## src/rtl/l2_port_arbiter_pkg.sv

```systemverilog
// Shared definitions for the L1-to-L2 port arbiter: FSM states, port indices
// and default bus widths.
package l2_port_arbiter_pkg;

    localparam int DEFAULT_DATA_WIDTH = 32;
    localparam int DEFAULT_ADDR_WIDTH = 32;

    localparam int NUM_PORTS = 2;
    localparam int PORT_IC   = 0;
    localparam int PORT_DC   = 1;

    typedef enum logic [1:0] {
        ST_IDLE    = 2'd0,
        ST_WAIT    = 2'd1,
        ST_RESPOND = 2'd2
    } arb_state_t;

endpackage

```

## src/rtl/l2_port_arbiter_rr.sv

```systemverilog
// Two-way round-robin arbiter: one-hot grant while enabled, remembers the
// last winner so contention always alternates.
module rr_arbiter_2 (
    input  logic       clk,
    input  logic       rst_n,
    input  logic       en,
    input  logic [1:0] req,
    output logic [1:0] grant,
    output logic       last_grant
);

    logic last_grant_reg;

    always_comb begin
        grant = 2'b00;
        if (en) begin
            case (req)
                2'b01:   grant = 2'b01;
                2'b10:   grant = 2'b10;
                2'b11:   grant = last_grant_reg ? 2'b01 : 2'b10;
                default: grant = 2'b00;
            endcase
        end
    end

    // Reset value 1 gives port 0 the first contended grant.
    always_ff @(posedge clk or negedge rst_n) begin
        if (!rst_n) begin
            last_grant_reg <= 1'b1;
        end else if (|grant) begin
            last_grant_reg <= grant[1];
        end
    end

    assign last_grant = last_grant_reg;

endmodule

```

## src/rtl/l2_port_arbiter.sv

```systemverilog
// Shares the L2 cache's L1-side port between the instruction and data L1s,
// one outstanding transaction at a time with a WAIT timeout.
module l2_port_arbiter
    import l2_port_arbiter_pkg::*;
#(
    parameter int DATA_WIDTH     = DEFAULT_DATA_WIDTH,
    parameter int ADDR_WIDTH     = DEFAULT_ADDR_WIDTH,
    parameter int TIMEOUT_CYCLES = 255
) (
    input  logic                  clk,
    input  logic                  rst_n,
    input  logic [ADDR_WIDTH-1:0] ic_addr,
    input  logic [DATA_WIDTH-1:0] ic_data_in,
    input  logic                  ic_read,
    input  logic                  ic_write,
    output logic [DATA_WIDTH-1:0] ic_data_out,
    output logic                  ic_ready,
    output logic                  ic_hit,
    output logic                  ic_err,
    input  logic [ADDR_WIDTH-1:0] dc_addr,
    input  logic [DATA_WIDTH-1:0] dc_data_in,
    input  logic                  dc_read,
    input  logic                  dc_write,
    output logic [DATA_WIDTH-1:0] dc_data_out,
    output logic                  dc_ready,
    output logic                  dc_hit,
    output logic                  dc_err,
    output logic [ADDR_WIDTH-1:0] l2_addr,
    output logic [DATA_WIDTH-1:0] l2_data_out,
    input  logic [DATA_WIDTH-1:0] l2_data_in,
    output logic                  l2_read,
    output logic                  l2_write,
    input  logic                  l2_ready,
    input  logic                  l2_hit,
    output logic                  busy
);

    localparam int CNT_W = $clog2(TIMEOUT_CYCLES + 1);

    arb_state_t state_reg, state_next;

    logic [CNT_W-1:0]      cnt_reg;
    logic [ADDR_WIDTH-1:0] l2_addr_reg;
    logic [DATA_WIDTH-1:0] l2_data_reg;
    logic                  l2_read_reg;
    logic                  l2_write_reg;
    logic                  busy_reg;

    logic [NUM_PORTS-1:0]  req;
    logic [ADDR_WIDTH-1:0] req_addr [NUM_PORTS];
    logic [DATA_WIDTH-1:0] req_data [NUM_PORTS];
    logic                  req_wr   [NUM_PORTS];

    logic [1:0] grant;
    logic       owner;
    logic       sel;
    logic       at_limit;
    logic       finish;

    assign req[PORT_IC]      = ic_read | ic_write;
    assign req[PORT_DC]      = dc_read | dc_write;
    assign req_addr[PORT_IC] = ic_addr;
    assign req_addr[PORT_DC] = dc_addr;
    assign req_data[PORT_IC] = ic_data_in;
    assign req_data[PORT_DC] = dc_data_in;
    assign req_wr[PORT_IC]   = ic_write;
    assign req_wr[PORT_DC]   = dc_write;

    rr_arbiter_2 u_rr (
        .clk        (clk),
        .rst_n      (rst_n),
        .en         (state_reg == ST_IDLE),
        .req        (req),
        .grant      (grant),
        .last_grant (owner)
    );

    // last_grant is updated on the grant edge, so it names the owner of the
    // transaction for the whole of WAIT and RESPOND.
    assign sel      = grant[PORT_DC];
    assign at_limit = (cnt_reg == CNT_W'(TIMEOUT_CYCLES - 1));
    assign finish   = (state_reg == ST_WAIT) && (l2_ready || at_limit);

    always_ff @(posedge clk or negedge rst_n) begin
        if (!rst_n) begin
            state_reg <= ST_IDLE;
        end else begin
            state_reg <= state_next;
        end
    end

    always_comb begin
        state_next = state_reg;
        case (state_reg)
            ST_IDLE:    if (|grant) state_next = ST_WAIT;
            ST_WAIT:    if (finish) state_next = ST_RESPOND;
            ST_RESPOND: state_next = ST_IDLE;
            default:    state_next = ST_IDLE;
        endcase
    end

    always_ff @(posedge clk or negedge rst_n) begin
        if (!rst_n) begin
            cnt_reg      <= '0;
            l2_addr_reg  <= '0;
            l2_data_reg  <= '0;
            l2_read_reg  <= 1'b0;
            l2_write_reg <= 1'b0;
            busy_reg     <= 1'b0;
        end else begin
            busy_reg <= (state_next != ST_IDLE);
            if (state_reg == ST_IDLE && (|grant)) begin
                // A simultaneous read+write is issued as a write.
                l2_addr_reg  <= req_addr[sel];
                l2_data_reg  <= req_data[sel];
                l2_write_reg <= req_wr[sel];
                l2_read_reg  <= ~req_wr[sel];
                cnt_reg      <= '0;
            end else if (state_reg == ST_WAIT) begin
                if (finish) begin
                    l2_read_reg  <= 1'b0;
                    l2_write_reg <= 1'b0;
                end else begin
                    cnt_reg <= cnt_reg + 1'b1;
                end
            end
        end
    end

    generate
        for (genvar gi = 0; gi < NUM_PORTS; gi++) begin : g_port
            localparam logic PORT_ID = 1'(gi);

            logic [DATA_WIDTH-1:0] data_out_reg;
            logic                  ready_reg;
            logic                  hit_reg;
            logic                  err_reg;
            logic                  owns;

            assign owns = (owner == PORT_ID);

            always_ff @(posedge clk or negedge rst_n) begin
                if (!rst_n) begin
                    data_out_reg <= '0;
                    ready_reg    <= 1'b0;
                    hit_reg      <= 1'b0;
                    err_reg      <= 1'b0;
                end else if (state_reg == ST_WAIT && owns) begin
                    if (l2_ready) begin
                        data_out_reg <= l2_data_in;
                        hit_reg      <= l2_hit;
                        err_reg      <= 1'b0;
                        ready_reg    <= 1'b1;
                    end else if (at_limit) begin
                        hit_reg   <= 1'b0;
                        err_reg   <= 1'b1;
                        ready_reg <= 1'b1;
                    end
                end else if (state_reg == ST_RESPOND) begin
                    ready_reg <= 1'b0;
                    hit_reg   <= 1'b0;
                    err_reg   <= 1'b0;
                end
            end
        end
    endgenerate

    assign ic_data_out = g_port[PORT_IC].data_out_reg;
    assign ic_ready    = g_port[PORT_IC].ready_reg;
    assign ic_hit      = g_port[PORT_IC].hit_reg;
    assign ic_err      = g_port[PORT_IC].err_reg;
    assign dc_data_out = g_port[PORT_DC].data_out_reg;
    assign dc_ready    = g_port[PORT_DC].ready_reg;
    assign dc_hit      = g_port[PORT_DC].hit_reg;
    assign dc_err      = g_port[PORT_DC].err_reg;

    assign l2_addr     = l2_addr_reg;
    assign l2_data_out = l2_data_reg;
    assign l2_read     = l2_read_reg;
    assign l2_write    = l2_write_reg;
    assign busy        = busy_reg;

endmodule

```

## config.mk

```make
export PLATFORM = sky130hd
export DESIGN_NAME = l2_port_arbiter
export DESIGN_NICKNAME = d
export VERILOG_FILES = /design/src/rtl/l2_port_arbiter_pkg.sv /design/src/rtl/l2_port_arbiter_rr.sv /design/src/rtl/l2_port_arbiter.sv
export SDC_FILE = /design/constraint.sdc
export NUM_CORES = 1
export LEC_CHECK = 0
export CAP_MARGIN = 20
export CORE_MARGIN = 2
export CORE_UTILIZATION = 48
export DETAILED_ROUTE_END_ITERATION = 8
export DONT_BUFFER_PORTS = 1
export PLACE_DENSITY_LB_ADDON = 0.08
export REMOVE_ABC_BUFFERS = 1
export SYNTH_ARGS = -nofsm -noshare
export SYNTH_HDL_FRONTEND = slang
export SYNTH_SLANG_ARGS = --single-unit
```

## constraint.sdc

```tcl
create_clock -name clk -period 4.5 [get_ports clk]
set_input_delay 0.45 -clock clk [delete_from_list [all_inputs] [get_ports clk]]
set_output_delay 0.45 -clock clk [all_outputs]
set_load 0.005 [all_outputs]
```

==> results.sh <==
export IMPL_status="finished with violations"
export IMPL_violations="hold timing"
export IMPL_rsz0062_at_grt="false"
export IMPL_crit_fanout=37
export IMPL_p_per_area_nw_per_um2=785.3
export IMPL_die_area_sq_um=14990
export IMPL_fin_area_sq_um=7482
export IMPL_worst_pin_slew_ns=0.9263
export IMPL_vdd_drop_max_uv=371.2
export IMPL_fin_hold_ws_ns=-0.05691
export IMPL_worstSkewPairLatency_ns=0.41
export IMPL_cts_buffers=17
export IMPL_yosys_area_top_type="dfrtp_1"
export IMPL_avgSynthCellArea_sq_um=12.02
export IMPL_max_slew_margin_pct=38.10
export IMPL_worstPathArrival_ns=2.85
export IMPL_synth_edf_count=0
export IMPL_min_path_type="input port to asynchronous set/reset pin"
export IMPL_synth_top_area_share_pct=54.63
export IMPL_grt_ovfl_total=0
export IMPL_cts_buffer_depth=2
export IMPL_synthArstFlopShare_pct=100.0
export IMPL_vias=4905
export IMPL_cp_data_required_time_ns=4.83
export IMPL_routed_via_density=6.803
export IMPL_clk_pin_slew_ns=0.06
export IMPL_drcViolationCount=0
export IMPL_skew_ns=0.007676
export IMPL_drive_above_1_share_pct=21.34
export IMPL_post_dp_cell_area_sq_um=6828
export IMPL_finalCriticalPeriod_ns=2.518
export IMPL_routed_wl_microns=19070
export IMPL_num_rows=43
export IMPL_initial_core_util_pct=48.89
export IMPL_fmax_ghz=0.3972
export IMPL_netlist_area_sq_um=6734
export IMPL_netlist_instances=560
export IMPL_setup_ws_ns=1.982
export IMPL_hold_violations=12
export IMPL_drv_cap=0
export IMPL_antenna_found_initial=2
export IMPL_clock_sinks=148
export IMPL_crit_chain="or2_2, nor2_4, buf_4, a2bb2oi_1"
export IMPL_grt_pass1_vias=4955
export IMPL_ys_warn_count=0
export IMPL_tns_ns=0
export IMPL_area_delta_synth_final_pct=11.11
export IMPL_ys_flop_type="dfrtp_1"
export IMPL_drv_slew=0
export IMPL_ant_nets=0
export IMPL_hold_buffers=1
export IMPL_gp_congestion=0.8433
export IMPL_ys_seq_area_share_pct=55.02
export IMPL_post_route_period_util_pct=55.95
export IMPL_dp_slack_ns=1.985
export IMPL_grt_max_degree=149
export IMPL_crit_path_end_kind="register"
export IMPL_synth_cell_types=52
export IMPL_yosys_top_cells_area="dfrtp_1 (55%), mux2_2 (11%), a2bb2oi_1 (8.5%)"
export IMPL_cts_setup_buffers=0
export IMPL_setup_viol=0
export IMPL_port_buffers=0
export IMPL_leakage_nw=2.944
export IMPL_wire_per_inst_microns=26.45
export IMPL_start_kind="register"
export IMPL_crit_slowest_cell="nor2_4"
export IMPL_yosys_register_bits=148
export IMPL_die_w_microns=122.4
export IMPL_fin_nets=696
export IMPL_dp_hpwl_microns=12400
export IMPL_dieHeight_microns=122.4
export IMPL_grt_pass1_wl_microns=28980
export IMPL_dr_pass1_iters=5
export IMPL_coreArea_sq_um=13770
export IMPL_critical_path_max_stage_delay_ns=0.73
export IMPL_ctsHtreeMaxLevel=4
export IMPL_tritoncts="built"
export IMPL_boundaryPins=305
export IMPL_grt_usage_pct=25.25
export IMPL_critPathKind="register to register"
export IMPL_cts_resized=0
export IMPL_ctsRootBufferMaster="clkbuf_16"
export IMPL_drtIter0Drc=421
## critical path, delay by kind of cell, from the launching register on
| family | cells | cell delay [ns] |
|---|---|---|
| compound gates | 1 | 0.21 |
| simple gates | 2 | 1.14 |
| flops | 1 | 0.55 |
| buf+inv | 1 | 0.49 |
## metrics by stage
step	cells	util [%]	power, W	hold slack (ns)
global route	721	54.32	0.006216	0.08040
floorplan	497	-	0.003888	0.1544
finish	721	54.32	0.005876	-0.05691
global placement	684	49.28	0.004308	0.1574
detailed placement	686	49.57	0.004414	0.1580
CTS	719	54.29	0.005918	0.06423
## where the power goes
group	leakage, nW	internal (W)	total (W)	switching, W
clock	0.299	0.000911	0.00146	0.000553
combinational	0.911	0.000922	0.00178	0.000861
sequential	1.73	0.00199	0.00263	0.000635
## cell type report
class	instances	area, sq um
antenna	2	5.005
clock buffer	23	508.0
clock inverter	9	113.9
fill	1198	6291
inverter	3	11.26
multi-input combinational	346	2794
sequential	148	3705
tap	180	225.2
timing repair buffer	10	120.1
## cell usage in the layout (no fill, tap or decap), types with 3 or more instances in the layout
cell type / Yosys / routed
a21oi_1: 5 / 5
dfrtp_1: 147 / 147
a2bb2oi_1: 65 / 65
o21ai_0: 69 / 69
nor2_1: 7 / 4
mux2i_1: 4 / 4
mux2_2: 64 / 64
a311oi_1: 65 / 65
nand3_1: 4 / 4
nand2b_1: 5 / 5
clkbuf_8: 0 / 6
inv_1: 3 / 3
clkinvlp_4: 0 / 3
nor2b_1: 3 / 3
nand2_1: 11 / 11
buf_4: 4 / 7
inv_6: 0 / 3
o22ai_1: 3 / 3
clkbuf_16: 0 / 17
## worst paths after layout
kind / from / to / slack (ns) / cells after the start
min in group clk: l2_data_in[18] / dc_data_out[18] / 0.18 / 1
setup / recovery: state_reg[0] / l2_data_out[8] / 1.98 / 4
hold / removal: rst_n / l2_addr[0] / -0.06 / 1
max in group asynchronous: rst_n / cnt_reg[2] / 3.85 / 1
hold reg to reg: ic_ready / ic_ready / 0.51 / 2
setup reg to reg: state_reg[0] / l2_data_out[8] / 1.98 / 4
## cell usage after synthesis, types with 3 or more instances
| cell type | number |
|---|---|
| a21oi_1 | 5 |
| a2bb2oi_1 | 65 |
| a311oi_1 | 65 |
| buf_2 | 5 |
| buf_4 | 4 |
| clkbuf_1 | 53 |
| dfrtp_1 | 147 |
| inv_1 | 3 |
| mux2_2 | 64 |
| mux2i_1 | 4 |
| nand2_1 | 11 |
| nand2b_1 | 5 |
| nand3_1 | 4 |
| nor2_1 | 7 |
| nor2b_1 | 3 |
| o21ai_0 | 69 |
| o22ai_1 | 3 |
## cells by family after synthesis
logic type | Yosys count | synth area share [%]
compound gates | 229 | 25.44
fa+ha+maj | 2 | 0.3715
buf+inv | 66 | 4.013
flops | 148 | 55.02
mux | 68 | 11.30
simple gates | 47 | 3.865
## routing by layer
layer / global-route usage (%) / up-vias / share of wire, %
met3: 9.758 / 36 / 9.5
met2: 39.03 / 260 / 49
met1: 32.68 / 2477 / 39
met4: 8.333 / 0 / 2.5
li1: - / 2132 / -
met5: 0 / - / 0
No activity file was read; power rests on OpenSTA's default activity.
